[config.mk]
export PLATFORM = sky130hd
export DESIGN_NAME = slink_apb_ini_engine
export DESIGN_NICKNAME = d
export VERILOG_FILES = /design/src/rtl/slink_apb_ini_engine.sv
export SDC_FILE = /design/constraint.sdc
export NUM_CORES = 1
export LEC_CHECK = 0
export CAP_MARGIN = 0
export CORE_ASPECT_RATIO = 0.8
export CORE_MARGIN = 4
export CORE_UTILIZATION = 49
export CTS_BUF_LIST = sky130_fd_sc_hd__clkbuf_16
export CTS_CLUSTER_DIAMETER = 30
export DETAILED_ROUTE_END_ITERATION = 10
export PLACE_DENSITY = 0.74
export SYNTH_ARGS = -nofsm -noshare
export SYNTH_HDL_FRONTEND = slang
export SYNTH_SLANG_ARGS = --single-unit
[constraint.sdc]
create_clock -name apb_clk -period 4.1 [get_ports apb_clk]
set_clock_uncertainty 0.05 [all_clocks]
set_input_delay 0.615 -clock apb_clk [delete_from_list [all_inputs] [get_ports apb_clk]]
set_output_delay 0.615 -clock apb_clk [all_outputs]
set_load 0.02 [all_outputs]
[src/rtl/slink_apb_ini_engine.sv]
// S-Link APB initiator engine: buffers decoded request packets, runs them one
// at a time as APB setup/access transfers and returns a typed response packet.
module slink_apb_ini_engine #(
  parameter int         ADDR_WIDTH       = 32,
  parameter int         DATA_WIDTH       = 32,
  parameter int         REQ_DEPTH        = 4,
  parameter int         TIMEOUT_WIDTH    = 16,
  parameter logic [7:0] APB_READ_DT      = 8'h24,
  parameter logic [7:0] APB_READ_RSP_DT  = 8'h25,
  parameter logic [7:0] APB_WRITE_DT     = 8'h26,
  parameter logic [7:0] APB_WRITE_RSP_DT = 8'h27
) (
  input  logic                                           apb_clk,
  input  logic                                           apb_reset,
  input  logic                                           enable,
  input  logic [TIMEOUT_WIDTH-1:0]                       swi_timeout_cycles,
  input  logic [2:0]                                     swi_pprot,
  input  logic                                           req_valid,
  output logic                                           req_ready,
  input  logic [7:0]                                     req_data_id,
  input  logic [ADDR_WIDTH+DATA_WIDTH+DATA_WIDTH/8-1:0]  req_payload,
  output logic [ADDR_WIDTH-1:0]                          apb_paddr,
  output logic                                           apb_pwrite,
  output logic                                           apb_psel,
  output logic                                           apb_penable,
  output logic [DATA_WIDTH-1:0]                          apb_pwdata,
  output logic [DATA_WIDTH/8-1:0]                        apb_pstrb,
  output logic [2:0]                                     apb_pprot,
  input  logic [DATA_WIDTH-1:0]                          apb_prdata,
  input  logic                                           apb_pready,
  input  logic                                           apb_pslverr,
  output logic                                           rsp_valid,
  input  logic                                           rsp_ready,
  output logic [7:0]                                     rsp_data_id,
  output logic [15:0]                                    rsp_word_count,
  output logic [DATA_WIDTH+7:0]                          rsp_payload,
  output logic                                           invalid_pkt,
  output logic [7:0]                                     invalid_cnt
);

  localparam int SW   = DATA_WIDTH / 8;
  localparam int PW   = ADDR_WIDTH + DATA_WIDTH + SW;
  localparam int PTRW = $clog2(REQ_DEPTH);
  localparam logic [PTRW:0]          CNT_ONE  = 1;
  localparam logic [PTRW:0]          CNT_FULL = REQ_DEPTH;
  localparam logic [PTRW-1:0]        PTR_ONE  = 1;
  localparam logic [TIMEOUT_WIDTH-1:0] TO_ONE = 1;
  localparam logic [15:0]            RD_WC    = 16'(SW + 1);

  typedef enum logic [1:0] {S_IDLE, S_SETUP, S_ACCESS, S_RESP} state_t;

  state_t state, state_nxt;

  // request FIFO
  logic [7:0]      fifo_id [REQ_DEPTH];
  logic [PW-1:0]   fifo_pl [REQ_DEPTH];
  logic [PTRW-1:0] wr_ptr, rd_ptr;
  logic [PTRW:0]   count, count_nxt;
  logic            full_q, empty;
  logic            push, pop;

  logic [7:0]      head_id;
  logic [PW-1:0]   head_pl;
  logic            head_ok, head_wr, can_pop;

  // FSM control strobes
  logic load, drop, finish, wd_clr, wd_inc, expire;

  logic [TIMEOUT_WIDTH-1:0] wd_cnt;
  logic                     write_q;
  logic [7:0]               status;

  assign empty     = (count == '0);
  assign req_ready = enable && !full_q;
  assign push      = req_valid && req_ready;
  assign head_id   = fifo_id[rd_ptr];
  assign head_pl   = fifo_pl[rd_ptr];
  assign head_wr   = (head_id == APB_WRITE_DT);
  assign head_ok   = head_wr || (head_id == APB_READ_DT);
  assign can_pop   = enable && !empty;

  // Expiry only fires on the last allowed ACCESS cycle; pready wins if both.
  assign expire = !apb_pready && (swi_timeout_cycles != '0) &&
                  (wd_cnt == swi_timeout_cycles - TO_ONE);

  always_comb begin
    count_nxt = count;
    case ({push, pop})
      2'b10:   count_nxt = count + CNT_ONE;
      2'b01:   count_nxt = count - CNT_ONE;
      default: count_nxt = count;
    endcase
  end

  // FIFO storage, no reset needed: only entries below count are ever read
  always_ff @(posedge apb_clk) begin
    if (push) begin
      fifo_id[wr_ptr] <= req_data_id;
      fifo_pl[wr_ptr] <= req_payload;
    end
  end

  // FIFO pointers, occupancy and registered full flag
  always_ff @(posedge apb_clk) begin
    if (apb_reset) begin
      wr_ptr <= '0;
      rd_ptr <= '0;
      count  <= '0;
      full_q <= 1'b0;
    end else begin
      if (push) wr_ptr <= wr_ptr + PTR_ONE;
      if (pop)  rd_ptr <= rd_ptr + PTR_ONE;
      count  <= count_nxt;
      full_q <= (count_nxt == CNT_FULL);
    end
  end

  // state register
  always_ff @(posedge apb_clk) begin
    if (apb_reset) state <= S_IDLE;
    else           state <= state_nxt;
  end

  // next-state logic
  always_comb begin
    state_nxt = state;
    case (state)
      S_IDLE:   if (can_pop && head_ok) state_nxt = S_SETUP;
      S_SETUP:  state_nxt = S_ACCESS;
      S_ACCESS: if (apb_pready || expire) state_nxt = S_RESP;
      S_RESP:   if (rsp_ready) state_nxt = (can_pop && head_ok) ? S_SETUP : S_IDLE;
      default:  state_nxt = S_IDLE;
    endcase
  end

  // control strobes; invalid heads are only ever dropped from IDLE
  always_comb begin
    pop    = 1'b0;
    load   = 1'b0;
    drop   = 1'b0;
    finish = 1'b0;
    wd_clr = 1'b0;
    wd_inc = 1'b0;
    case (state)
      S_IDLE: if (can_pop) begin
        pop  = 1'b1;
        load = head_ok;
        drop = !head_ok;
      end
      S_SETUP:  wd_clr = 1'b1;
      S_ACCESS: begin
        finish = apb_pready || expire;
        wd_inc = !(apb_pready || expire);
      end
      S_RESP: if (rsp_ready && can_pop && head_ok) begin
        pop  = 1'b1;
        load = 1'b1;
      end
      default: ;
    endcase
  end

  // APB phase flags, registered from the next state
  always_ff @(posedge apb_clk) begin
    if (apb_reset) begin
      apb_psel    <= 1'b0;
      apb_penable <= 1'b0;
    end else begin
      apb_psel    <= (state_nxt == S_SETUP) || (state_nxt == S_ACCESS);
      apb_penable <= (state_nxt == S_ACCESS);
    end
  end

  // transfer fields: loaded on pop, cleared when the transfer ends so they
  // read 0 whenever psel is low
  always_ff @(posedge apb_clk) begin
    if (apb_reset || finish) begin
      apb_paddr  <= '0;
      apb_pwdata <= '0;
      apb_pstrb  <= '0;
      apb_pprot  <= '0;
      apb_pwrite <= 1'b0;
    end else if (load) begin
      apb_paddr  <= head_pl[ADDR_WIDTH-1:0];
      apb_pwdata <= head_wr ? head_pl[ADDR_WIDTH +: DATA_WIDTH] : '0;
      apb_pstrb  <= head_wr ? head_pl[ADDR_WIDTH+DATA_WIDTH +: SW] : '0;
      apb_pprot  <= swi_pprot;
      apb_pwrite <= head_wr;
    end
  end

  // write_q survives the end of the transfer to type the response
  always_ff @(posedge apb_clk) begin
    if (apb_reset)  write_q <= 1'b0;
    else if (load)  write_q <= head_wr;
  end

  // PREADY watchdog counter
  always_ff @(posedge apb_clk) begin
    if (apb_reset || wd_clr) wd_cnt <= '0;
    else if (wd_inc)         wd_cnt <= wd_cnt + TO_ONE;
  end

  // finishing without pready can only mean the watchdog expired
  assign status = {6'b0, !apb_pready, apb_pready && apb_pslverr};

  // response packet, held until accepted
  always_ff @(posedge apb_clk) begin
    if (apb_reset) begin
      rsp_valid      <= 1'b0;
      rsp_data_id    <= '0;
      rsp_word_count <= '0;
      rsp_payload    <= '0;
    end else begin
      rsp_valid <= (state_nxt == S_RESP);
      if (finish) begin
        if (write_q) begin
          rsp_data_id    <= APB_WRITE_RSP_DT;
          rsp_word_count <= 16'd1;
          rsp_payload    <= {{DATA_WIDTH{1'b0}}, status};
        end else begin
          rsp_data_id    <= APB_READ_RSP_DT;
          rsp_word_count <= RD_WC;
          rsp_payload    <= {status, apb_pready ? apb_prdata : {DATA_WIDTH{1'b0}}};
        end
      end
    end
  end

  // dropped-packet pulse and saturating counter
  always_ff @(posedge apb_clk) begin
    if (apb_reset) begin
      invalid_pkt <= 1'b0;
      invalid_cnt <= '0;
    end else begin
      invalid_pkt <= drop;
      if (drop && invalid_cnt != 8'hFF) invalid_cnt <= invalid_cnt + 8'd1;
    end
  end

endmodule

== Yosys cells after proc, flatten, opt, wreduce, memory -nomap -nowiden ==
Memory sizes are Yosys's and may differ from the RTL's. A register that Yosys moved wholly into a read port is not among the register bits.
Cells that the tools add are included.

* Flip-flop bits (word level): 175
* Memory bits (read-only): 0
* Input bits: 134
* Memories kept: 2
* Latch bits: 0
* Bits in writable memories: 304
* Logic and storage cells: 93

* Shifts and indexed selects: 0
* Bitwise operators: 0
* Divide/modulo/power cells: 0
* Equality and inequality tests: 13
* Multipliers: 0
* Mux-type cells: 28
* Add/sub/neg operators: 7
* Reduce and logical (&&, ||, !) cells: 23
* Order comparisons: 0

{| class="wikitable"
|+ Memory list
! memory !! words !! bits a word !! read ports !! clocked after Yosys merged registers in !! wr ports !! line !! source
|-
| fifo_pl || 4 || 68 || 1 || 1 || 1 || 56 || <nowiki>logic [PW-1:0] fifo_pl [REQ_DEPTH];</nowiki>
|-
| fifo_id || 4 || 8 || 1 || 1 || 1 || 55 || <nowiki>logic [7:0] fifo_id [REQ_DEPTH];</nowiki>
|}

{| class="wikitable"
|+ Operator list
! cell !! number
|-
| $mux W32 || 2
|-
| $mux W34 || 1
|-
| $add A16 B1 Y16 const B || 1
|-
| $eq A16 B16 Y1 || 1
|-
| $eq A8 B6 Y1 const B || 2
|-
| $mux W2 || 8
|-
| $reduce_bool A16 Y1 || 1
|-
| $sub A16 B1 Y16 const B || 1
|-
| $mux W1 || 11
|-
| $eq A2 B2 Y1 const B || 5
|-
| $logic_and A1 B1 Y1 || 10
|-
| $add A8 B1 Y8 const B || 1
|-
| $ne A8 B8 Y1 const B || 1
|-
| $pmux W2 S4 || 1
|-
| $eq A2 B1 Y1 const B || 3
|-
| $pmux W3 S2 || 1
|-
| $logic_not A1 Y1 || 5
|-
| $logic_or A1 B1 Y1 || 5
|-
| $add A2 B1 Y2 const B || 2
|-
| $mux W4 || 1
|-
| $pmux W1 S2 || 2
|-
| $add A3 B1 Y3 const B || 1
|-
| $eq A3 B3 Y1 const B || 1
|-
| $logic_not A3 Y1 || 1
|-
| other kinds (3) || 3
|}

== Logic depth before layout (Yosys ltp) ==
* Word-level depth: 10
* Depth in mapped cells: 13
* Depth with buffers taken out: 12

== Worst setup path before layout ==
No wires, ideal clock.

* Kind: input port to flip-flop
* Start: input enable
* End: memory fifo_id[0][0] (enable)
* Arrival time: 2.981 ns
* Setup time: 0.443 ns
* Cell stages on the path: 2
* Slack: 0.626 ns
* Required time: 3.607 ns
* Cells stage by stage: nor2b_1 -> and3_1

* Word-level cells in the longest chain between the ends: 4

{| class="wikitable"
|+ RTL lines
! element !! line !! source
|-
| from (decl) || 15 || <nowiki>input logic enable,</nowiki>
|-
| $logic_and A1 B1 Y1 || 74 || <nowiki>assign req_ready = enable && !full_q;</nowiki>
|-
| $logic_and A1 B1 Y1 || 75 || <nowiki>assign push = req_valid && req_ready;</nowiki>
|-
| $mux W1 || 97 || <nowiki>if (push) begin</nowiki>
|-
| $mux W1 (implied by the code) || 98 || <nowiki>fifo_id[wr_ptr] <= req_data_id;</nowiki>
|-
| to (decl) || 55 ||
|}

Every way passes these cells.

== Final worst setup path ==
* Start: input swi_timeout_cycles[0]
* End: register apb_paddr[31]

* Word-level cells in the longest chain between the ends: 6
* Elaborated cells between the ends (all ways): 8

{| class="wikitable"
|+ RTL lines
! element !! line !! source
|-
| from (decl) || 16 || <nowiki>input logic [TIMEOUT_WIDTH-1:0] swi_timeout_cycles,</nowiki>
|-
| $sub A16 B1 Y16 or $reduce_bool A16 Y1 (tied branches) || 84, 83 ||
|-
| $eq A16 B16 Y1 or $logic_and A1 B1 Y1 (tied branches) || 84, 83 ||
|-
| $logic_and A1 B1 Y1 (*) || 83 || <nowiki>assign expire = !apb_pready && (swi_timeout_cycles != '0) &&</nowiki>
|-
| $logic_or A1 B1 Y1 (*) || 152 || <nowiki>finish = apb_pready || expire;</nowiki>
|-
| $mux W1 (*) || 144 || <nowiki>case (state)</nowiki>
|-
| $logic_or A1 B1 Y1 (*) || 177 || <nowiki>if (apb_reset || finish) begin</nowiki>
|-
| to (signal assigned) || 184 || <nowiki>apb_paddr <= head_pl[ADDR_WIDTH-1:0];</nowiki>
|-
| to (decl) || 22 || <nowiki>output logic [ADDR_WIDTH-1:0] apb_paddr,</nowiki>
|}

Mark *: on every way between the ends. The rest lies on a longest branch, timed or not.
A chain may end at the register's enable or synchronous reset.

==> summary.txt <==
Floorplan
  – FP Rows: 61
  – Chip Height: 177 um
  – CORE AREA: 0.0350 mm^2
  – Horiz. Die Dim: 219 um
  – Starting Density: 50.0%
  – Die ar.: 0.0388 mm^2
  – Num ports: 283

Place
  – Placed Cells incl. Taps: 1827
  – DP Wirelength: 24.5 mm
  – Routability cong.: 0.806
  – Port Buffer Count: 258

Synth
  – Share of the yosys chip area belonging to registers: 69.3%
  – Synth area leader: edfxtp_1
  – Netlist cell types: 64
  – Synth Flop Type: edfxtp_1
  – Ys async rst share: 0%
  – Post-synth EDFFs: 304
  – Mapped Area: 0.0175 mm^2
  – Yosys warning total: 0
  – Avg Inst Size Synth: 15.3 um^2
  – Ranking of synthesized cells by area: edfxtp_1, dfxtp_1, mux4_2
  – Yosys top cell area share: 52.2%
  – Yosys reg bits: 454
  – Post-Syn Instances: 1141

Route
  – DR DRC count: 0
  – Iter 0 DRT Violations: 711
  – 1st-pass router iterations: 5
  – Final WL: 40.2 mm
  – Via count: 10600
  – DR WL/cell: 20.4 um
  – DR vias/cell: 5.39
  – Final ANT Viol Nets: 0

GRT
  – Vias in the first global route: 11200
  – Global route overflow: 0
  – Gr usage total: 20.6%
  – Initial antenna violation count: 3
  – First-pass GRT wire length: 62.2 mm
  – Largest net degree at the start of global routing: 77

STA
  – Unrepaired setup endpoints after global routing: no
  – Final setup viols: 0
  – Final TNS setup: 0 ns
  – Slew Viols, Final: 0
  – Crit share post-route: 84.7%
  – Min Hold Slack: 0.402 ns
  – Tmin final: 3.47 ns
  – Final Hold Fails: 0
  – Fmax: 0.288 GHz
  – Slew Limit Headroom: 35.0%
  – Pin slew with the least headroom to its limit: 0.975 ns

Clock tree
  – CTS Sinks: 454
  – Clk Latency, worst-skew pair: 0.56 ns
  – Clock-pin slew on the worst setup and hold paths: 0.05 ns
  – Post-CTS Setup Repair Bufs: 0
  – Resize count post-CTS: 0
  – TritonCTS clock tree: done
  – Number of buffers created by CTS: 76
  – Hold buffers post-CTS: 0
  – Clock buffer depth: 3
  – H-tree Lvls: 3
  – Root buf cell: clkbuf_16

Layout
  – FILL cells: 2475
  – Multi-input gate area in the final layout: 0.00489 mm^2
  – Final net count: 1582
  – Area Growth Syn to Fin: 31.5%
  – Flip-flop and latch area: 0.0121 mm^2
  – Ratio of cells with drive above 1 in the final layout: 16.0%
  – Finished Layout Cells: 1970

Critical path
  – RR Endpoint: full_q$_SDFF_PP0_
  – Startpoint types: input port
  – Crit path DAT: 3.85 ns
  – Slowest stage cell, crit path: or4_1
  – Max incr delay on CP: 0.61 ns
  – Crit. End Element: flip-flop
  – CP Max Fanout: 24
  – RR Startpoint: fifo_id[2][6]$_DFFE_PP_
  – Worst setup startpoint: swi_timeout_cycles[0]
  – Cell Chain, Critical Path: clkdlybuf4s50_1 > inv_1 > ha_1 > or4b_4 > o21ai_1 > o2111ai_1 > or3_1 > or4_1 > o211ai_4 > buf_4 > a21oi_1
  – Worst R2R Setup Slack: 0.63 ns
  – Worst Setup EP: apb_paddr[31]$_SDFFE_PP0P_
  – Critical path required time: 4.48 ns
  – FF-to-FF path depth: 12
  – Kind of critical path: input port to flip-flop

Power and ir drop
  – Pleak: 7.69 nW
  – Power per cell area: 568 mW/mm^2
  – IR drop worst, VDD: 0.479 mV
  – Total power: 13.1 mW

Status
  – Status: complete, no violations

Job
  – Max_cap viols: 0

Worst hold path
  – HP Class: flip-flop to flip-flop
## critical path, delay by kind of cell
family                   cells  cell delay, ns
adder cells (fa/ha/maj)      1            0.26
AO/OA/AOI/OAI                4            0.58
buffers and inverters        3            0.91
AND/OR/NAND/NOR              3            1.48
## worst min path at each step
stage	from	endpoint	depth (start not counted)
floorplan	wd_cnt[15]$_SDFFE_PP0P_	wd_cnt[15]$_SDFFE_PP0P_	2
global placement	apb_paddr[13]$_SDFFE_PP0P_	apb_paddr[13]$_SDFFE_PP0P_	2
detailed placement	apb_paddr[9]$_SDFFE_PP0P_	apb_paddr[9]$_SDFFE_PP0P_	2
CTS	apb_paddr[9]$_SDFFE_PP0P_	apb_paddr[9]$_SDFFE_PP0P_	2
global route	apb_paddr[4]$_SDFFE_PP0P_	apb_paddr[4]$_SDFFE_PP0P_	2
finish	apb_paddr[9]$_SDFFE_PP0P_	apb_paddr[9]$_SDFFE_PP0P_	2
## cell usage in the layout (no fill, tap or decap), types with 9 or more instances in the layout
cell type and n:
buf_4 16, nand2_1 101, o31ai_1 9, or3_1 10
inv_6 11, a22oi_1 37, conb_1 24, clkbuf_16 79
xor2_1 16, a21oi_1 65, nand3_1 9, clkinv_2 13
mux4_2 69, inv_1 24, dfxtp_1 148, clkdlybuf4s50_1 258
a22o_1 30, clkinv_1 10, or4_1 11, xnor2_1 12
edfxtp_1 304, nor2_1 74, ha_1 14
## cell families after synthesis
logic type / after synthesis / share of synthesized area, %
flops: 454 / 69.3
simple gates: 276 / 7.69
other cells: 1 / 0.0214
compound gates: 181 / 7.34
mux: 80 / 9.54
buf+inv: 105 / 3.42
xor+xnor: 29 / 1.53
fa+ha+maj: 15 / 1.12
## per-stage QoR
step	util [%]	cell area [um^2]	setup WS, ns
after floorplan	-	17600	0.626
after global placement	58.6	20500	0.116
after detailed placement	58.6	20500	0.0732
after CTS	65.8	23000	0.604
after global routing	65.8	23000	0.304
final	65.8	23000	0.626
## sequential cells by signal, indices dropped and copies added, names as in the netlist, 3 cells and up, named ones only
name,count
rsp_payload,34
count,3
invalid_cnt,8
apb_pstrb,4
apb_pwdata,32
fifo_pl,272
apb_pprot,3
apb_paddr,32
fifo_id,32
wd_cnt,16
## routing by layer
layer / part of all wire [%] / GRT usage, % / vias to the layer above
met5: 0.055 / 0 / -
met4: 2.3 / 6.79 / 4
met3: 6.9 / 5.03 / 78
met2: 49 / 34.3 / 356
met1: 41 / 26.9 / 5257
li1: - / - / 4931
## where the power goes
group / switching, mW / internal, mW
clock network: 2.21 / 3.92
logic: 0.878 / 0.850
registers: 0.0992 / 5.11
total: 3.19 / 9.88
## layout make-up
class,instances,area share (%)
Clock buffer,79,8.59
Clock inverter,63,2.43
Antenna cell,1,0.0109
Multi-Input combinational cell,605,21.3
Timing Repair Buffer,278,12.1
Sequential cell,454,52.8
Tap cell,472,2.57
Inverter,18,0.294
## synthesized netlist by cell type, types with 12 or more instances
master	count
edfxtp_1	304
dfxtp_1	150
nand2_1	101
nor2_1	74
mux4_2	69
a21oi_1	65
a22oi_1	37
clkbuf_1	35
a22o_1	30
buf_4	27
inv_1	18
xor2_1	16
ha_1	14
buf_6	13
xnor2_1	12
Note: power is estimated with default switching activity, not from simulation.
